`src/rtl/decode_pkg.sv`:
```
// decode_pkg: shared constants, types and immediate-extraction helpers for
// the RV32I/RV64I decode stage. Immediates are produced at 64 bits,
// sign-extended; callers keep the low XLEN bits, which is still a correct
// sign extension for XLEN=32.
package decode_pkg;

  localparam int INST_W    = 32;
  localparam int NUM_REGS  = 32;
  localparam int REG_IDX_W = 5;
  localparam int IMM_MAX_W = 64;

  localparam logic [6:0] OP_LUI      = 7'b0110111;
  localparam logic [6:0] OP_AUIPC    = 7'b0010111;
  localparam logic [6:0] OP_JAL      = 7'b1101111;
  localparam logic [6:0] OP_JALR     = 7'b1100111;
  localparam logic [6:0] OP_BRANCH   = 7'b1100011;
  localparam logic [6:0] OP_LOAD     = 7'b0000011;
  localparam logic [6:0] OP_STORE    = 7'b0100011;
  localparam logic [6:0] OP_IMM      = 7'b0010011;
  localparam logic [6:0] OP_OP       = 7'b0110011;
  localparam logic [6:0] OP_MISC_MEM = 7'b0001111;
  localparam logic [6:0] OP_SYSTEM   = 7'b1110011;

  localparam logic [1:0] RS_RAW = 2'd0;
  localparam logic [1:0] RS_IMM = 2'd1;
  localparam logic [1:0] RS_PC  = 2'd2;

  typedef enum logic [2:0] {
    TYPE_R, TYPE_I, TYPE_S, TYPE_B, TYPE_U, TYPE_J, TYPE_N
  } inst_type_e;

  function automatic inst_type_e type_of(input logic [6:0] opcode);
    case (opcode)
      OP_LUI, OP_AUIPC:                               return TYPE_U;
      OP_JAL:                                         return TYPE_J;
      OP_JALR, OP_LOAD, OP_IMM, OP_MISC_MEM, OP_SYSTEM: return TYPE_I;
      OP_BRANCH:                                      return TYPE_B;
      OP_STORE:                                       return TYPE_S;
      OP_OP:                                          return TYPE_R;
      default:                                        return TYPE_N;
    endcase
  endfunction

  function automatic logic [IMM_MAX_W-1:0] imm_i(input logic [INST_W-1:0] inst);
    return {{52{inst[31]}}, inst[31:20]};
  endfunction

  function automatic logic [IMM_MAX_W-1:0] imm_s(input logic [INST_W-1:0] inst);
    return {{52{inst[31]}}, inst[31:25], inst[11:7]};
  endfunction

  function automatic logic [IMM_MAX_W-1:0] imm_b(input logic [INST_W-1:0] inst);
    return {{51{inst[31]}}, inst[31], inst[7], inst[30:25], inst[11:8], 1'b0};
  endfunction

  function automatic logic [IMM_MAX_W-1:0] imm_u(input logic [INST_W-1:0] inst);
    return {{32{inst[31]}}, inst[31:12], 12'b0};
  endfunction

  function automatic logic [IMM_MAX_W-1:0] imm_j(input logic [INST_W-1:0] inst);
    return {{43{inst[31]}}, inst[31], inst[19:12], inst[20], inst[30:21], 1'b0};
  endfunction

endpackage

```
`src/rtl/decode_if.sv`:
```
// decode_if: fetch-to-decode instruction stream.
//   valid  fetch slot holds an instruction
//   ready  decode accepts this cycle
//   pc     instruction address (XLEN)
//   inst   instruction word
// master = fetch side, slave = decode side.
interface decode_if
  import decode_pkg::*;
#(
  parameter int XLEN = 64
);
  logic              valid;
  logic              ready;
  logic [XLEN-1:0]   pc;
  logic [INST_W-1:0] inst;

  modport master (output valid, pc, inst, input ready);
  modport slave  (input valid, pc, inst, output ready);
endinterface

```
`src/rtl/decode_regfile.sv`:
```
// decode_regfile: 32 x XLEN integer register file, 2 read / 1 write.
//   rs1_idx/rs2_idx -> rs1_data/rs2_data  combinational reads, x0 reads 0
//   wen/wr_idx/wr_data                    write at the clock edge, x0 ignored
// With BYPASS=1 a write in flight this cycle is forwarded to the read ports.
module decode_regfile
  import decode_pkg::*;
#(
  parameter int XLEN   = 64,
  parameter bit BYPASS = 1'b1
) (
  input  logic                 clk,
  input  logic                 rst_n,
  input  logic [REG_IDX_W-1:0] rs1_idx,
  input  logic [REG_IDX_W-1:0] rs2_idx,
  output logic [XLEN-1:0]      rs1_data,
  output logic [XLEN-1:0]      rs2_data,
  input  logic                 wen,
  input  logic [REG_IDX_W-1:0] wr_idx,
  input  logic [XLEN-1:0]      wr_data
);

  logic [XLEN-1:0] regs [NUM_REGS];

  always_ff @(posedge clk or negedge rst_n) begin
    if (!rst_n) begin
      for (int i = 0; i < NUM_REGS; i++) regs[i] <= '0;
    end else if (wen && wr_idx != '0) begin
      regs[wr_idx] <= wr_data;
    end
  end

  always_comb begin
    rs1_data = regs[rs1_idx];
    if (rs1_idx == '0)                              rs1_data = '0;
    else if (BYPASS && wen && wr_idx == rs1_idx)    rs1_data = wr_data;
  end

  always_comb begin
    rs2_data = regs[rs2_idx];
    if (rs2_idx == '0)                              rs2_data = '0;
    else if (BYPASS && wen && wr_idx == rs2_idx)    rs2_data = wr_data;
  end

endmodule

```
`src/rtl/decode_stage.sv`:
```
// decode_stage: single-slot RV32I/RV64I decode with register file,
// scoreboard hazard stall, flush and early JAL redirect.
//   fe            fetch stream (decode_if.slave)
//   flush         kill the held instruction, block acceptance this cycle
//   out_*         registered decoded slot, valid/ready to execute
//   jal_valid/addr one-cycle redirect pulse after a JAL is accepted
//   wb_*          write-back / kill port; clears the scoreboard bit
module decode_stage
  import decode_pkg::*;
#(
  parameter int XLEN   = 64,
  parameter bit BYPASS = 1'b1
) (
  input  logic                 clk,
  input  logic                 rst_n,
  decode_if.slave              fe,
  input  logic                 flush,
  output logic                 out_valid,
  input  logic                 out_ready,
  output logic [XLEN-1:0]      out_pc,
  output logic [XLEN-1:0]      out_imm,
  output logic [XLEN-1:0]      out_rs1_data,
  output logic [XLEN-1:0]      out_rs2_data,
  output logic [REG_IDX_W-1:0] out_rs1_idx,
  output logic [REG_IDX_W-1:0] out_rs2_idx,
  output logic [REG_IDX_W-1:0] out_rd_idx,
  output logic [1:0]           out_rs1_type,
  output logic [1:0]           out_rs2_type,
  output logic [16:0]          out_info,
  output logic                 out_wb,
  output logic                 out_rmem,
  output logic                 out_wmem,
  output logic                 out_illegal,
  output logic                 jal_valid,
  output logic [XLEN-1:0]      jal_addr,
  input  logic                 wb_valid,
  input  logic                 wb_wen,
  input  logic [REG_IDX_W-1:0] wb_idx,
  input  logic [XLEN-1:0]      wb_data
);

  logic [6:0]           opcode;
  logic [REG_IDX_W-1:0] rd, rs1, rs2;
  inst_type_e           itype;
  logic [1:0]           rs1_type, rs2_type;
  logic [IMM_MAX_W-1:0] imm64;
  logic [XLEN-1:0]      imm, rs1_data, rs2_data;
  logic                 dec_wb, illegal, hazard, fire_in, fire_out;
  logic [NUM_REGS-1:0]  sb, sb_live, sb_nxt, wb_clr, flush_clr, set_mask;

  assign opcode  = fe.inst[6:0];
  assign rd      = fe.inst[11:7];
  assign rs1     = fe.inst[19:15];
  assign rs2     = fe.inst[24:20];
  assign itype   = type_of(opcode);
  assign illegal = (itype == TYPE_N);
  assign dec_wb  = itype inside {TYPE_R, TYPE_I, TYPE_U, TYPE_J};

  always_comb begin
    rs1_type = RS_IMM;
    rs2_type = RS_IMM;
    case (opcode)
      OP_AUIPC:                  rs1_type = RS_PC;
      OP_JAL, OP_JALR:           begin rs1_type = RS_PC;  rs2_type = RS_PC;  end
      OP_BRANCH, OP_OP:          begin rs1_type = RS_RAW; rs2_type = RS_RAW; end
      OP_LOAD, OP_STORE, OP_IMM: rs1_type = RS_RAW;
      default: ;
    endcase
  end

  always_comb begin
    case (itype)
      TYPE_I:  imm64 = imm_i(fe.inst);
      TYPE_S:  imm64 = imm_s(fe.inst);
      TYPE_B:  imm64 = imm_b(fe.inst);
      TYPE_U:  imm64 = imm_u(fe.inst);
      TYPE_J:  imm64 = imm_j(fe.inst);
      default: imm64 = '0;
    endcase
  end
  assign imm = imm64[XLEN-1:0];

  // A bit retired this very cycle no longer blocks issue; bit 0 is never set.
  assign wb_clr  = wb_valid ? (NUM_REGS'(1) << wb_idx) : '0;
  assign sb_live = sb & ~wb_clr;

  assign hazard = fe.valid & ((rs1_type == RS_RAW && sb_live[rs1]) ||
                              (rs2_type == RS_RAW && sb_live[rs2]) ||
                              (dec_wb && sb_live[rd]));

  assign fe.ready = (~out_valid | out_ready) & ~hazard & ~flush;
  assign fire_in  = fe.valid & fe.ready;
  assign fire_out = out_valid & out_ready;

  // A flushed writer will never reach write-back, so release its bit here.
  assign flush_clr = (flush && out_valid && out_wb) ? (NUM_REGS'(1) << out_rd_idx) : '0;
  assign set_mask  = (fire_in && dec_wb) ? (NUM_REGS'(1) << rd) : '0;
  assign sb_nxt    = ((sb & ~wb_clr & ~flush_clr) | set_mask) & ~NUM_REGS'(1);

  decode_regfile #(.XLEN(XLEN), .BYPASS(BYPASS)) u_regfile (
    .clk      (clk),
    .rst_n    (rst_n),
    .rs1_idx  (rs1),
    .rs2_idx  (rs2),
    .rs1_data (rs1_data),
    .rs2_data (rs2_data),
    .wen      (wb_valid & wb_wen),
    .wr_idx   (wb_idx),
    .wr_data  (wb_data)
  );

  always_ff @(posedge clk or negedge rst_n) begin
    if (!rst_n) begin
      sb           <= '0;
      out_valid    <= 1'b0;
      out_pc       <= '0;
      out_imm      <= '0;
      out_rs1_data <= '0;
      out_rs2_data <= '0;
      out_rs1_idx  <= '0;
      out_rs2_idx  <= '0;
      out_rd_idx   <= '0;
      out_rs1_type <= '0;
      out_rs2_type <= '0;
      out_info     <= '0;
      out_wb       <= 1'b0;
      out_rmem     <= 1'b0;
      out_wmem     <= 1'b0;
      out_illegal  <= 1'b0;
      jal_valid    <= 1'b0;
      jal_addr     <= '0;
    end else begin
      sb        <= sb_nxt;
      jal_valid <= fire_in && opcode == OP_JAL;
      if (fire_in && opcode == OP_JAL) jal_addr <= fe.pc + imm;

      if (flush) begin
        out_valid <= 1'b0;
      end else if (fire_in) begin
        out_valid    <= 1'b1;
        out_pc       <= fe.pc;
        out_imm      <= imm;
        out_rs1_data <= rs1_data;
        out_rs2_data <= rs2_data;
        out_rs1_idx  <= rs1;
        out_rs2_idx  <= rs2;
        out_rd_idx   <= rd;
        out_rs1_type <= rs1_type;
        out_rs2_type <= rs2_type;
        out_info     <= {opcode, fe.inst[31:25], fe.inst[14:12]};
        out_wb       <= dec_wb;
        out_rmem     <= (opcode == OP_LOAD);
        out_wmem     <= (opcode == OP_STORE);
        out_illegal  <= illegal;
      end else if (fire_out) begin
        out_valid <= 1'b0;
      end
    end
  end

endmodule

```
`src/flat_wrapper.sv`:
```
// flat-port wrapper written by rule: the top's interface ports become plain ports
module decode_stage_flat import decode_pkg::*;
#(
  parameter int XLEN   = 64,
  parameter bit BYPASS = 1'b1
)
  (clk, rst_n, flush, out_valid, out_ready, out_pc, out_imm, out_rs1_data, out_rs2_data, out_rs1_idx, out_rs2_idx, out_rd_idx, out_rs1_type, out_rs2_type, out_info, out_wb, out_rmem, out_wmem, out_illegal, jal_valid, jal_addr, wb_valid, wb_wen, wb_idx, wb_data, fe_valid, fe_pc, fe_inst, fe_ready);
  decode_if #(.XLEN(XLEN)) fe_i ();
  input  logic clk;
  input  logic rst_n;
  input  logic flush;
  output logic out_valid;
  input  logic out_ready;
  output logic [XLEN-1:0] out_pc;
  output logic [XLEN-1:0] out_imm;
  output logic [XLEN-1:0] out_rs1_data;
  output logic [XLEN-1:0] out_rs2_data;
  output logic [REG_IDX_W-1:0] out_rs1_idx;
  output logic [REG_IDX_W-1:0] out_rs2_idx;
  output logic [REG_IDX_W-1:0] out_rd_idx;
  output logic [1:0] out_rs1_type;
  output logic [1:0] out_rs2_type;
  output logic [16:0] out_info;
  output logic out_wb;
  output logic out_rmem;
  output logic out_wmem;
  output logic out_illegal;
  output logic jal_valid;
  output logic [XLEN-1:0] jal_addr;
  input  logic wb_valid;
  input  logic wb_wen;
  input  logic [REG_IDX_W-1:0] wb_idx;
  input  logic [XLEN-1:0] wb_data;
  input wire logic [$bits(fe_i.valid)-1:0] fe_valid;
  input wire logic [$bits(fe_i.pc)-1:0] fe_pc;
  input wire logic [$bits(fe_i.inst)-1:0] fe_inst;
  output wire logic [$bits(fe_i.ready)-1:0] fe_ready;
  assign fe_i.valid = fe_valid;
  assign fe_i.pc = fe_pc;
  assign fe_i.inst = fe_inst;
  assign fe_ready = fe_i.ready;
  decode_stage #(.XLEN(XLEN), .BYPASS(BYPASS)) u_core (.clk(clk), .rst_n(rst_n), .fe(fe_i), .flush(flush), .out_valid(out_valid), .out_ready(out_ready), .out_pc(out_pc), .out_imm(out_imm), .out_rs1_data(out_rs1_data), .out_rs2_data(out_rs2_data), .out_rs1_idx(out_rs1_idx), .out_rs2_idx(out_rs2_idx), .out_rd_idx(out_rd_idx), .out_rs1_type(out_rs1_type), .out_rs2_type(out_rs2_type), .out_info(out_info), .out_wb(out_wb), .out_rmem(out_rmem), .out_wmem(out_wmem), .out_illegal(out_illegal), .jal_valid(jal_valid), .jal_addr(jal_addr), .wb_valid(wb_valid), .wb_wen(wb_wen), .wb_idx(wb_idx), .wb_data(wb_data));
endmodule
```
`config.mk`:
```
export PLATFORM = sky130hd
export DESIGN_NAME = decode_stage_flat
export DESIGN_NICKNAME = d
export VERILOG_FILES = /design/src/rtl/decode_pkg.sv /design/src/rtl/decode_if.sv /design/src/rtl/decode_regfile.sv /design/src/rtl/decode_stage.sv /design/src/flat_wrapper.sv
export SDC_FILE = /design/constraint.sdc
export NUM_CORES = 2
export LEC_CHECK = 0
export BUFFER_PORTS_ARGS = -buffer_cell sky130_fd_sc_hd__buf_2
export CAP_MARGIN = 40
export CORE_MARGIN = 2
export CORE_UTILIZATION = 35
export DETAILED_ROUTE_END_ITERATION = 16
export SYNTH_ARGS = -nofsm -noshare
export SYNTH_HDL_FRONTEND = slang
export SYNTH_SLANG_ARGS = --single-unit
```
`constraint.sdc`:
```
create_clock -name clk -period 4.4 [get_ports clk]
set_clock_uncertainty 0.2 [all_clocks]
set_input_delay 0.88 -clock clk [delete_from_list [all_inputs] [get_ports clk]]
set_output_delay 0.88 -clock clk [all_outputs]
set_load 0.02 [all_outputs]
```
==> key figures <==
Timing
  – Relative slew slack: 0.336
  – Tcrit/Tclk final: 0.995
  – Fin. max-slew vios: 0
  – Least-Margin Pin Slew: 995 ps
  – Final setup viols: 0
  – Period minus WS final: around 4400 ps
  – Achievable frequency: 228 MHz
  – Hold WS: 84.8 ps
  – Final WS setup: ~22 ps
  – RSZ-0062 raised after global routing: yes
  – Final Hold Viols: 0

Placed design
  – Gpl congestion: roughly 0.9
  – Pre-CTS setup slack: -930 ps
  – Dpl cells: 13.7k
  – Post-DP HPWL: 268 mm
  – Port bufs: 534
  – Placed Area: 140000 sq um

Critical path
  – CP Class: in2out
  – Startpoint class of the critical path: input pin
  – RR Endpoint: u_core.jal_addr[3]
  – Worst reg2reg setup slack: 1180 ps
  – Crit end category: output port
  – Crit-path max FO: 6
  – Reg2reg start: u_core.sb[4]
  – Worst path arrival time: 3300 ps
  – Worst R2R Path Depth: 11
  – WP data required: 3320 ps

Synthesis
  – Synthesized flop and latch total: 2409
  – Yosys warnings: 0
  – Ys async rst share: 1.00
  – Mapped Area: 127000 sq um
  – Gate Count Post-Synth: between 8k and 9k
  – Syn_nets: 8833
  – Most common flop cell mapped by yosys: dfrtp_1
  – Leading area contributor after synthesis: dfrtp_1
  – Post-Syn Area per Cell: 14.8 sq um
  – Post-synth EDFFs: 0
  – Post-synth top area share: 0.473
  – Seq/Total Area, Yosys: 0.473
  – Top cells by area, synth: dfrtp_1 47%, mux4_2 22%, mux2_2 19%
  – Netlist cell types: 82

Layout
  – Post-route cell area: 150000 sq um
  – Post-Layout Cell Count: roughly 14k
  – Share of layout cells above drive strength 1: 0.552
  – Commonest non-fill, non-tap cell in the layout: dfrtp_1
  – Most frequent cells in the layout: 2409 x dfrtp_1, 2107 x mux2_2, 1270 x mux4_2
  – Total Nets Final: between 9k and 10k
  – Area Overhead vs Synth: 17.6%

Floorplan
  – # rows: 221
  – Die ar.: 369000 sq um
  – Starting Density: 0.352
  – IO Pins: approximately 540
  – Core Region: 362000 sq um
  – Die Ht: 607 um
  – Die Width: 607 um

Route
  – Post-DR wirelength/cell: a little over 30 um
  – Met1 Wirelength: 179 mm
  – Router iterations before antenna repair: 7
  – Metal3 WL: 30.0 mm
  – Total routed wirelength: roughly 440 mm
  – Via count: 84.6k
  – Iter 0 DRT Violations: 7373
  – Highest routed layer: met5
  – Vias per Instance: 5.95
  – Residual DRC: 0
  – Routed Antenna Nets: 0
  – Met2 routed WL: 209 mm

Run
  – Max Cap Viol: 0

Hold path
  – Hold endpoint: u_core.out_pc[59]
  – Min-delay src: fe_pc[59]
  – Hold path cells: 2
  – Worst hold-check path type: in2reg

CTS
  – Root Driver: clkbuf_16
  – CTS tree: built
  – Worst-path clk slew: 60 ps
  – Max Root-Sink Buffers: 4
  – Num CTS Buffers: roughly 280
  – # H-tree levels: 5
  – Clk sinks: 2409
  – Worst skew pair latency: 930 ps

Global routing
  – First-pass GRT wire length: 639 mm
  – Total track usage: 0.236
  – Gr ovfl total: 0
  – Via count of the first global-routing pass: between 80k and 90k
  – Number of antenna violations at the first check in global routing: slightly below 60
  – Largest net degree at the start of global routing: around 160

Pwr
  – VDD IR max: 0.272 mV
  – PwrDens: ~420 nW/um^2
  – Design Power: 62.6 mW
  – P_leak: 67.1 nW

Status
  – Status: finished clean
==> sequential cells by signal (all words and copies together) (netlist names) <==
| signal | flops |
|---|---|
| u_core.out_imm | 32 |
| u_core.out_rs1_idx | 5 |
| u_core.sb | 31 |
| u_core.out_rs2_type | 2 |
| u_core.out_illegal | 1 |
| u_core.jal_valid | 1 |
| u_core.out_wb | 1 |
| u_core.out_rd_idx | 5 |
| u_core.out_rs1_type | 2 |
| u_core.out_rs1_data | 64 |
| u_core.out_rmem | 1 |
| u_core.jal_addr | 64 |
| u_core.out_pc | 64 |
| u_core.u_regfile.regs | 2048 |
| u_core.out_info | 17 |
| u_core.out_wmem | 1 |
| u_core.out_rs2_idx | 5 |
| u_core.out_rs2_data | 64 |
| u_core.out_valid | 1 |
==> final cells by class <==
type | count | area [sq um]
Tap cell | 4794 | 6000
Inverter | 30 | 136
Fill cell | 32900 | 213000
Clock buffer | 405 | 8210
Clock inverter | 99 | 1210
Timing Repair Buffer | 1258 | 10100
Multi-Input combinational cell | 5205 | 63700
Sequential cell | 2409 | 60300
Antenna cell | 23 | 57.6
==> worst max-delay path by stage <==
stage                          start  slack, ps                   to  depth (start not counted)
final                      wb_idx[0]         20             fe_ready                         12
after CTS                  wb_idx[1]         20             fe_ready                         10
after global routing      fe_inst[5]        -80  u_core.jal_addr[62]                         21
after floorplan           fe_inst[5]       -150  u_core.jal_addr[60]                         22
after global placement    fe_inst[5]       -940  u_core.jal_addr[58]                         21
after detailed placement  fe_inst[5]       -930  u_core.jal_addr[57]                         22
==> repair_timing <==
action | CTS | global route
resized for setup | 6 | 39
hold buffers | 10 | 0
buffers inserted | 0 | 1
hold endpoints to repair | 19 | 0
gates cloned | 0 | 1
pin swaps | 0 | 11
setup endpoints to repair | 1 | 22
==> synth_stat cells (12+ instances only) <==
| library cell | n |
|---|---|
| a211oi_1 | 28 |
| a21o_1 | 54 |
| a21oi_1 | 103 |
| a311oi_1 | 20 |
| a31oi_1 | 16 |
| and2_1 | 18 |
| buf_1 | 90 |
| buf_2 | 72 |
| buf_4 | 34 |
| clkbuf_1 | 754 |
| dfrtp_1 | 2409 |
| ha_1 | 63 |
| inv_1 | 29 |
| mux2_2 | 2107 |
| mux2i_1 | 82 |
| mux4_2 | 1270 |
| nand2_1 | 502 |
| nand2b_1 | 12 |
| nand3_1 | 78 |
| nand4_1 | 21 |
| nor2_1 | 133 |
| nor2b_1 | 24 |
| nor3_1 | 15 |
| o211ai_1 | 126 |
| o21ai_0 | 248 |
| o21bai_1 | 14 |
| o22ai_1 | 35 |
| o31ai_1 | 22 |
| or3_1 | 12 |
| xnor2_1 | 40 |
| xor2_1 | 28 |
==> metrics by stage <==
step	TNS, ps	utilization
2_1_floorplan	-802	-
3_3_place_gp	-30010	0.386
3_5_place_dp	-28270	0.386
4_1_cts	0	0.413
5_1_grt	-124	0.413
6_report	0	0.413
==> per-layer routing <==
| layer | global-route usage | up-vias |
|---|---|---|
| li1 | - | 34200 |
| met1 | 0.308 | 46100 |
| met2 | 0.382 | 3334 |
| met3 | 0.0444 | 971 |
| met4 | 0.107 | 38 |
| met5 | 0 | - |
==> report_power, final <==
part | internal (mW) | leakage, nW | switching [mW] | total (mW)
logic | 6.16 | 30.5 | 5.23 | 11.4
registers | 25.1 | 32.0 | 2.08 | 27.2
clock network | 13.9 | 4.64 | 10.2 | 24.1
==> critical path: stages <==
cell and delay, ps:
buf_2 120, buf_4 140, nand4b_1 260, buf_4 250, o21ai_1 300, mux4_2 300
nand2_1 50, nand4_1 160, o2111a_1 270, nand3_2 160, a21boi_2 230, buf_4 170
==> cell families (layout without fill, tap and decap cells) <==
family | after synthesis | count (layout) | synth area share
AOI/OAI and AO/OA | 730 | 730 | 0.0364
muxes | 3462 | 3462 | 0.418
DFF | 2409 | 2409 | 0.473
xor gates and xnor gates | 68 | 68 | 0.00468
buffers and inverters | 984 | 1792 | 0.0310
adders and majority gates | 64 | 64 | 0.00635
other | 0 | 23 | 0
and+or+nand+nor | 880 | 881 | 0.0305
Power figures use the tool's default switching activity.
